File: config.mk
export PLATFORM = sky130hd
export DESIGN_NAME = spc_stack
export DESIGN_NICKNAME = d
export VERILOG_FILES = /design/src/rtl/spc_stack.sv
export SDC_FILE = /design/constraint.sdc
export NUM_CORES = 1
export LEC_CHECK = 0
export ABC_CLOCK_PERIOD_IN_PS = 5080
export BUFFER_PORTS_ARGS = -buffer_cell sky130_fd_sc_hd__buf_2
export CAP_MARGIN = 20
export CELL_PAD_IN_SITES_DETAIL_PLACEMENT = 1
export CELL_PAD_IN_SITES_GLOBAL_PLACEMENT = 2
export CORE_ASPECT_RATIO = 1.4
export CORE_MARGIN = 8
export CORE_UTILIZATION = 48
export DETAILED_ROUTE_END_ITERATION = 16
export PLACE_DENSITY = 0.9
export SYNTH_ARGS = -nofsm -noshare
export SYNTH_HDL_FRONTEND = slang
export SYNTH_SLANG_ARGS = --single-unit
File: constraint.sdc
create_clock -name CLK -period 5.08 [get_ports CLK]
set_input_delay 0 -clock CLK [delete_from_list [all_inputs] [get_ports CLK]]
set_output_delay 0 -clock CLK [all_outputs]
set_load 0.005 [all_outputs]
File: src/rtl/spc_stack.sv
// spc_stack: subroutine-PC return-address LIFO for the microsequencer.
// Registered top-of-stack, saturating occupancy pointer, sticky error flags.
//
// Ports:
//   CLK      rising-edge clock
//   RESET_N  asynchronous reset, active low
//   PUSH     write DIN as new top (call)
//   POP      discard top (return); PUSH+POP replaces the top
//   DIN      return PC to push
//   DOUT     registered top-of-stack, 0 when empty
//   PTR      occupancy, 0..DEPTH
//   EMPTY    PTR == 0
//   FULL     PTR == DEPTH
//   OVF      sticky: push refused while full
//   UNF      sticky: pop refused while empty
//   CLR_ERR  synchronous clear of OVF/UNF (a same-edge error wins)
module spc_stack #(
    parameter int DATA_W = 19,
    parameter int PTR_W  = 5
) (
    input  logic              CLK,
    input  logic              RESET_N,
    input  logic              PUSH,
    input  logic              POP,
    input  logic [DATA_W-1:0] DIN,
    output logic [DATA_W-1:0] DOUT,
    output logic [PTR_W:0]    PTR,
    output logic              EMPTY,
    output logic              FULL,
    output logic              OVF,
    output logic              UNF,
    input  logic              CLR_ERR
);

    localparam int DEPTH = 1 << PTR_W;

    logic [DATA_W-1:0] mem [DEPTH];

    logic             do_push;
    logic             do_pop;
    logic             do_repl;
    logic             wr_en;
    logic [PTR_W-1:0] wr_idx;
    logic [PTR_W:0]   ptr_m1;
    logic [PTR_W:0]   ptr_m2;
    logic             ovf_set;
    logic             unf_set;

    // The pointer saturates at DEPTH, so its MSB alone marks FULL.
    assign EMPTY = (PTR == '0);
    assign FULL  = PTR[PTR_W];

    assign ptr_m1 = PTR - (PTR_W+1)'(1);
    assign ptr_m2 = PTR - (PTR_W+1)'(2);

    // PUSH+POP on an empty stack has nothing to replace: plain push.
    assign do_push = PUSH & ~FULL & (~POP | EMPTY);
    assign do_pop  = POP & ~PUSH & ~EMPTY;
    assign do_repl = PUSH & POP & ~EMPTY;
    assign ovf_set = PUSH & ~POP & FULL;
    assign unf_set = POP & ~PUSH & EMPTY;

    assign wr_en  = do_push | do_repl;
    assign wr_idx = do_repl ? ptr_m1[PTR_W-1:0] : PTR[PTR_W-1:0];

    // Storage is deliberately not reset; DOUT masks stale entries.
    always_ff @(posedge CLK) begin
        if (wr_en) begin
            mem[wr_idx] <= DIN;
        end
    end

    always_ff @(posedge CLK or negedge RESET_N) begin
        if (!RESET_N) begin
            PTR  <= '0;
            DOUT <= '0;
        end else begin
            unique case (1'b1)
                do_push: begin
                    PTR  <= PTR + (PTR_W+1)'(1);
                    DOUT <= DIN;
                end
                do_repl: begin
                    DOUT <= DIN;
                end
                do_pop: begin
                    PTR <= ptr_m1;
                    // Next top is two below the current pointer.
                    if (PTR >= (PTR_W+1)'(2)) begin
                        DOUT <= mem[ptr_m2[PTR_W-1:0]];
                    end else begin
                        DOUT <= '0;
                    end
                end
                default: begin
                end
            endcase
        end
    end

    always_ff @(posedge CLK or negedge RESET_N) begin
        if (!RESET_N) begin
            OVF <= 1'b0;
            UNF <= 1'b0;
        end else begin
            if (ovf_set) begin
                OVF <= 1'b1;
            end else if (CLR_ERR) begin
                OVF <= 1'b0;
            end
            if (unf_set) begin
                UNF <= 1'b1;
            end else if (CLR_ERR) begin
                UNF <= 1'b0;
            end
        end
    end

endmodule

# Yosys cells after proc, flatten, opt, wreduce, memory -nomap -nowiden
# Memories as Yosys holds them, arrays and structs flattened.
# Index checks and enable logic that the tools add are counted.
# classes
addsub	3
magnitude_cmp	1
mux	9
bitwise_logic	15
n_reduce_logical	6
# ops
operator	count
case mux 19 bit (2 select lines)	1
2-to-1 mux 19 bit	1
case mux 6 bit (2 select lines)	1
bitwise AND 1 bit	9
nonzero test 2 bit	4
adder 6 x 1 -> 6 bit (second input constant)	1
>= comparator 6 x 2 -> 1 bit (second input constant)	1
logical NOT 6 bit	1
subtractor 6 x 1 -> 6 bit (second input constant)	1
2-to-1 mux 1 bit	5
2-to-1 mux 5 bit	1
subtractor 5 x 2 -> 5 bit (second input constant)	1
inverter 1 bit	4
OR 1 bit	2
OR reduction 2 bit	1
# word_totals
regBits	27
ramBits	608
input_bits	24
out_inout_bits	29
word_cells	39
mem_count	1
# mem_list
memory	words	width	rd	rd_ports_with_merged_regs	write_ports	line_no	source
mem	32	19	1	0	1	37	logic [DATA_W-1:0] mem [DEPTH];

# Depth between registers and ports, before layout
# Gate-level depths: netlist of the first run.
# logic_depth
word_depth	6
ltp_mapped	12
depth_no_buf	7

# Least setup slack after synthesis of the first run
# OpenSTA, ideal clock, no wires.
# synth_path
path_kind	register to register
start	register PTR[1]
end	memory mem[8][0], enable pin
setup_time_ns	0.423
arrival_ns	3.643
slack_ns	1.014
path_stages_with_launch	11
path_buffers	3
period_less_slack_ns	4.066
path_cell_list	dfrtp_1 -> buf_2 -> buf_2 -> inv_1 -> ha_1 -> buf_2 -> a21boi_0 -> o2111ai_2 -> a21oi_1 -> a31oi_2 -> nor3b_1
# synth_via
elab_chain_len	6
elab_cells_between_ends	10
# synth_rtl
element	line_no	source
start, declared	27	output logic [PTR_W:0] PTR,
start signal, assigned	80	PTR <= PTR + (PTR_W+1)'(1);
start signal, assigned	87	PTR <= ptr_m1;
logical NOT 6 bit	50	assign EMPTY = (PTR == '0);
OR 1 bit / inverter 1 bit (equally long branches)	57, 59	
bitwise AND 1 bit (on tied branches)	57, 59	
OR 1 bit	63	assign wr_en = do_push | do_repl;
2-to-1 mux 1 bit	68	if (wr_en) begin
2-to-1 mux 1 bit (implied by the code)	69	mem[wr_idx] <= DIN;
end, declared	37	
# Several ways; a longest one is shown, not always the timed one.

# Worst setup path after layout of the first run
# layout_path
start	register PTR[0]
end	memory mem[20][5], enable pin
# Same word-level chain as after synthesis.

==> reports/metrics.csv, run 1 <==
stage,metric,value,unit
outcome,status,finished clean,
power_and_ir_drop,p_sw_frac,0.364,
synth,synth.cells.most_frequent,"edfxtp_1, mux2i_1, a22oi_1",
die,io_pins,53,
worst_setup_path,critPathMaxFanout,19,
worst_setup_path,r2r_end,mem[20][5],
synth,synth_area,0.0256,mm2
place,pre_cts_ws,1110,ps
power_and_ir_drop,pwr-share-clk,0.263,
synth,synth.most_common_cell,edfxtp_1,
clock_tree,clk_latency,600,ps
power_and_ir_drop,p_per_area,605,mW/mm2
power_and_ir_drop,pwr-share-seq,0.370,
worst_setup_path,cp.required,5290,ps
worst_setup_path,rr_startpoint,PTR[0],
routing,antenna_left,0,
cells_and_area,antennaDiodeCount,0,
routing,drtPass1Iterations,5,
worst_setup_path,slowest_stage,nor2_2,
synth,netlist.top_cell.by_area,edfxtp_1,
power_and_ir_drop,ir_worst_vdd,0.000461,V
sta,fin_worst_skew,19.4,ps
power_and_ir_drop,p_int,11100,uW
worst_setup_path,arrival,4110,ps
worst_setup_path,worst-r2r-cell-count,7,
sta,max_slew_margin,0.251,
worst_setup_path,end_kind,register,
sta,tns,0,ps
worst_setup_path,cpPeakStageDelay,820,ps
flow_run,cap_violations,0,
synth,seq_area_frac_synth,0.739,
sta,timing.final.crit_share,0.768,
power_and_ir_drop,power.leakage,0.00999,uW
cells_and_area,final_cell_area,0.0290,mm2
sta,rsz0062_at_grt,no,
worst_setup_path,rrSetupSlack,1180,ps
hold_path,hold_path_end,mem[30][17],
hold_path,hp-class,in -> reg,
routing,drc,0,
synth,synth_edf_count,608,
clock_tree,clk_path_buf_depth,3,
sta,timing.final.ws_setup,1180,ps
grt,grt_max_degree,120,
hold_path,hold_depth,1,
synth,ys_types,62,
clock_tree,htreeDepth,2,
synth,synth_top_area_frac,0.713,
synth,syn_area_per_cell,17.4,um2
sta,clock.fmax,256,MHz
place,gp_congestion,0.899,
die,core,0.0529,mm2
die,dieArea,0.0611,mm2
die,start_util,0.484,
synth,synth-seq-cells,635,
synth,syn_inst,1473,
cells_and_area,final_layout_size_suffix_gt1_frac,0.170,
routing,drt_iter0_drc,1274,
synth,synth_area_leaders,"edfxtp_1, mux2i_1, dfrtp_1",
sta,worst_pin_slew,1120,ps
sta,drv_slew,0,
hold_path,min_from,DIN[17],
clock_tree,numCtsBuffers,57,
cells_and_area,nNetsFinal,1577,
die,die_h,289,um
synth,synth_ff_type,edfxtp_1,
clock_tree,clk_pin_slew,70,ps
cells_and_area,post-route-util,0.547,
place,place_area,0.0268,mm2
sta,setup_violations,0,
place,place_hpwl,41400,um
clock_tree,clockRootBuffer,clkbuf_16,
grt,gr-total-overflow,0,
routing,totalWireLength,68400,um
routing,viasPerCell,6.08,
clock_tree,tritoncts,done,
routing,wire_per_inst,29.6,um
power_and_ir_drop,switching_power,6390,uW
die,rows,100,
grt,grt_pass1_wl,100000,um
grt,globalRouteTotalUtil,0.223,
worst_setup_path,start_kind,register,
cells_and_area,areaGrowthSynthToFinish,13.0,%
sta,fin_crit,3900,ps
cells_and_area,fillCellCount,4770,
routing,vias,14024,
synth,syn_nets,1504,
place,io_buffers,52,
synth,yosysWarnings,0,
worst_setup_path,crit_type,reg -> reg,
grt,first_global_vias,14966,
power_and_ir_drop,combPwrFrac,0.367,
grt,antenna_found_initial,1,
die,dieWidth,211,um
worst_setup_path,cp-startpoint,PTR[0],
sta,hold_viol_final,0,
worst_setup_path,cp_cell_sequence,"inv_1, ha_1, nor3b_1, o2111ai_2, mux2i_1, nand2_1, nor2_2",
clock_tree,clock_sinks,635,
synth,synthArstFlopShare,0.0425,
[state kept, by name, indices dropped and copies added, names as in the netlist]
| register | cells |
|---|---|
| OVF | 1 |
| UNF | 1 |
| PTR | 6 |
| mem | 608 |
| DOUT | 19 |
[timing repair]
item	in CTS	in global routing
gates resized for setup	0	0
buffers inserted	0	0
endpoints found under the hold margin	75	0
hold buffers	8	0
[cell usage in the layout (no fill, tap or decap), drive strengths merged, types with 20 or more instances in the layout]
cell    count
a21oi      27
a221oi     37
a22o       37
a22oi      60
and3       20
buf       101
clkbuf     71
dfrtp      27
edfxtp    608
mux2i     269
nand2      45
nand3      23
nor2       35
o211ai     22
o21ai      28
[metal layers]
layer,part of all wire,up-vias,track usage
met3,0.052,136,0.0270
li1,-,6097,-
met1,0.38,7296,0.273
met4,0.056,0,0.120
met2,0.51,495,0.382
met5,0,-,0
[worst max path at each step]
stage	depth (start not counted)	endpoint	slack [ps]
floorplan	10	mem[8][0]	1010
global placement	7	mem[23][15]	1290
detailed placement	7	mem[23][15]	1110
CTS	7	mem[23][15]	1080
global route	7	mem[20][10]	940
finish	7	mem[20][5]	1180
[through the flow]
stage               instances  hold WS [ps]  total power (uW)
CTS                      2301          24.3             17600
global placement         2185          70.4             12700
floorplan                1473          -296             10400
global route             2308          43.8             18100
detailed placement       2186          72.0             12900
finish                   2308          36.0             17500
[area by class of cell]
| cell class | instances | area [um2] | share of cell area |
|---|---|---|---|
| Tap cell | 714 | 893 | 0.0309 |
| Timing Repair Buffer | 108 | 797 | 0.0275 |
| Multi-Input combinational cell | 733 | 6280 | 0.217 |
| Clock inverter | 36 | 472 | 0.0163 |
| Inverter | 11 | 41.3 | 0.00143 |
| Clock buffer | 71 | 1530 | 0.0528 |
| Sequential cell | 635 | 18900 | 0.654 |
[power groups by stage]
stage | Sequential [uW] | Clock, uW | Combinational, uW
3_3_place_gp | 6540 | 0 | 6150
4_1_cts | 6470 | 4660 | 6430
3_5_place_dp | 6570 | 0 | 6360
2_1_floorplan | 6390 | 0 | 4040
6_report | 6480 | 4610 | 6440
5_1_grt | 6500 | 4820 | 6770
[cell families after synthesis]
kind of cell,synth area share
mux,0.122
flops,0.739
xor+xnor,0.00376
simple gates,0.0299
compound gates,0.0804
buf+inv,0.0212
fa+ha+maj,0.00342
[critical path: cells and delay by family (launching register included)]
family,cells,cell delay [ps]
AO/OA/AOI/OAI,1,250
adder cells (fa/ha/maj),1,420
buffers and inverters,1,240
flip-flops,1,630
multiplexers,1,360
AND/OR/NAND/NOR,3,1600
No activity file was read; power rests on OpenSTA's default activity.
==> run 2: changes to the inputs <==
ABC_CLOCK_PERIOD_IN_PS = 3700   (was 5080)
clock period = 3.7 ns   (was 5.08 ns; I/O delays follow)
==> run 2 against run 1 <==
Non-clock buffer count is 28 higher. Critical path depth decreased by 1. Critical path type unchanged. Final cell count is 1.0% higher. Clock power rose by 21%. Maximum frequency up 8.9%. Sequential cell count did not move. Largest power group is now combinational logic. Combinational power increased by 43%.
==> reports/metrics.csv, run 2 (synthesized netlist as in run 1, its figures left out) <==
stage,metric,value,unit,change
outcome,status,finished clean,,unchanged
grt,antenna_found_initial,1,,unchanged
clock_tree,htreeDepth,2,,unchanged
worst_setup_path,slowest_stage,a221oi_1,,was nor2_2
worst_setup_path,cp.required,4200,ps,was 5290 ps
worst_setup_path,crit_path_end,DOUT[0],,was mem[20][5]
routing,vias,14396,,was 14.0k
worst_setup_path,end_kind,register,,unchanged
clock_tree,clockRootBuffer,clkbuf_16,,unchanged
die,core,0.0529,mm2,unchanged
flow_run,cap_violations,0,,unchanged
worst_setup_path,rr_startpoint,PTR[0],,unchanged
die,io_pins,53,,unchanged
worst_setup_path,cp-startpoint,PTR[0],,unchanged
sta,timing.final.crit_share,0.969,,was 0.768
sta,clock.fmax,279,MHz,was 256 MHz
grt,globalRouteTotalUtil,0.229,,was 0.223
cells_and_area,nNetsFinal,1603,,"was 1,577"
sta,tns,0,ps,unchanged
clock_tree,clk_path_buf_depth,3,,unchanged
clock_tree,tritoncts,done,,unchanged
clock_tree,cts_resized,0,,unchanged
clock_tree,cts_setup_buffers,0,,unchanged
sta,setup_violations,0,,unchanged
grt,grt_max_degree,104,,was 120
clock_tree,clk_latency,590,ps,was 600 ps
die,dieWidth,211,um,unchanged
die,start_util,0.484,,unchanged
hold_path,hp-class,in -> reg,,unchanged
cells_and_area,antennaDiodeCount,0,,unchanged
worst_setup_path,worst-r2r-cell-count,6,,was 7
routing,drtPass1Iterations,5,,unchanged
sta,fin_crit,3580,ps,was 3900 ps
power_and_ir_drop,p_per_area,815,mW/mm2,was 605 mW/mm2
sta,drv_slew,0,,unchanged
cells_and_area,mostFrequentLayoutCell,edfxtp_1,,unchanged
worst_setup_path,cpPeakStageDelay,860,ps,was 820 ps
die,die_h,289,um,unchanged
power_and_ir_drop,power.leakage,0.0100,uW,was 0.00999 uW
grt,gr-total-overflow,0,,unchanged
worst_setup_path,arrival,4080,ps,was 4110 ps
cells_and_area,reg.largest.list,"mem x608, DOUT x19, PTR x6",,unchanged
sta,fin_worst_skew,19.4,ps,about the same
cells_and_area,final_layout_size_suffix_gt1_frac,0.179,,was 0.170
power_and_ir_drop,ir_worst_vdd,0.000542,V,was 0.000461 V
clock_tree,hold_buffers,8,,unchanged
die,dieArea,0.0611,mm2,unchanged
cells_and_area,areaGrowthSynthToFinish,12.7,%,was 13.0%
routing,drc,0,,unchanged
routing,totalWireLength,70400,um,"was 68,400 um"
worst_setup_path,cp_cell_sequence,"buf_12, buf_4, mux2i_1, a221oi_1, o22ai_1, o31ai_1",,"was inv_1, ha_1, nor3b_1, o2111ai_2, mux2i_1, nand2_1, nor2_2"
sta,worst_pin_slew,1070,ps,was 1120 ps
cells_and_area,post-route-util,0.545,,was 0.547
cells_and_area,largest-register,mem,,unchanged
worst_setup_path,crit_type,reg -> reg,,unchanged
worst_setup_path,rrSetupSlack,120,ps,was 1180 ps
worst_setup_path,r2r_end,DOUT[0],,was mem[20][5]
sta,max_slew_margin,0.289,,was 0.251
routing,drt_iter0_drc,1056,,"was 1,274"
place,place_hpwl,43300,um,"was 41,400 um"
grt,first_global_vias,15195,,was 15.0k
worst_setup_path,critPathMaxFanout,103,,was 19
clock_tree,numCtsBuffers,55,,was 57
clock_tree,clock_sinks,635,,unchanged
routing,antenna_left,0,,unchanged
cells_and_area,largest_reg_flops,608,,unchanged
routing,wire_per_inst,30.2,um,was 29.6 um
sta,rsz0062_at_grt,no,,unchanged
sta,hold_viol_final,0,,unchanged
grt,grt_pass1_wl,103000,um,"was 100,000 um"
worst_setup_path,start_kind,register,,unchanged
routing,viasPerCell,6.17,,was 6.08
cells_and_area,final_cell_mix,"edfxtp_1, mux2i_1, buf_4",,"was edfxtp_1, mux2i_1, a22oi_1"
place,io_buffers,52,,unchanged
place,gp_congestion,0.886,,was 0.899
clock_tree,clk_pin_slew,70,ps,about the same
die,rows,100,,unchanged
==> run 2: cell types whose count changed in the layout (fill, tap and decap cells not counted), moves of 3 or more <==
cell       delta
clkinv_2      +5
bufinv_16     -9
buf_8         -6
inv_6         -4
clkbuf_1      +3
buf_4        +32
==> run 2: area by class of cell <==
| cell class | instances | area (um2) |
|---|---|---|
| clock buffers | 73 | 1530 |
| clock inverters | 30 | 204 |
| fillers | 4837 | 24100 |
| inverters | 11 | 41.3 |
| multi-input cells | 733 | 6280 |
| flip-flops and latches | 635 | 18900 |
| well taps | 714 | 893 |
| repair buffers | 136 | 977 |
==> run 2: worst min path at each step <==
stage / from / to / slack (ps) / depth (start not counted)
3_3_place_gp: RESET_N / UNF / 80 / 1
6_report: DIN[15] / mem[18][15] / 80 / 1
2_1_floorplan: RESET_N / DOUT[0] / -300 / 0
3_5_place_dp: RESET_N / PTR[3] / 80 / 1
4_1_cts: DIN[14] / mem[29][14] / 50 / 1
5_1_grt: DIN[14] / mem[29][14] / 80 / 1
==> run 2: worst max-delay path, delay by kind of cell, from the launching register on <==
kind,cells,cell delay [ps]
AOI/OAI and AO/OA,3,1320
buffers and inverters,2,1250
DFF,1,440
muxes,1,250
==> run 2: power breakdown <==
group | total, uW | leakage [uW] | switching [uW] | internal [uW]
logic | 9200 | 0.00335 | 5950 | 3250
registers | 8780 | 0.00580 | 318 | 8460
clock network | 5560 | 0.000850 | 2520 | 3040
total | 23500 | 0.0100 | 8790 | 14800
==> run 2: layer usage <==
| layer | GRT usage | part of all wire | vias to the layer above |
|---|---|---|---|
| met5 | 0 | 0 | - |
| met4 | 0.127 | 0.060 | 0 |
| met3 | 0.0247 | 0.048 | 180 |
| met2 | 0.396 | 0.51 | 535 |
| met1 | 0.279 | 0.39 | 7534 |
| li1 | - | - | 6147 |
==> run 2: per-stage QoR <==
| stage | instances | setup slack [ps] | cell area, um2 | hold WS [ps] | total power (uW) |
|---|---|---|---|---|---|
| global route | 2332 | 91.4 | 28900 | 79.9 | 24200 |
| finish | 2332 | 116 | 28900 | 78.4 | 23500 |
| CTS | 2332 | 152 | 28900 | 53.4 | 23500 |
| global placement | 2220 | 267 | 27000 | 78.7 | 17700 |
| detailed placement | 2221 | 185 | 27100 | 82.9 | 17900 |
| floorplan | 1473 | -366 | 25600 | -296 | 14300 |
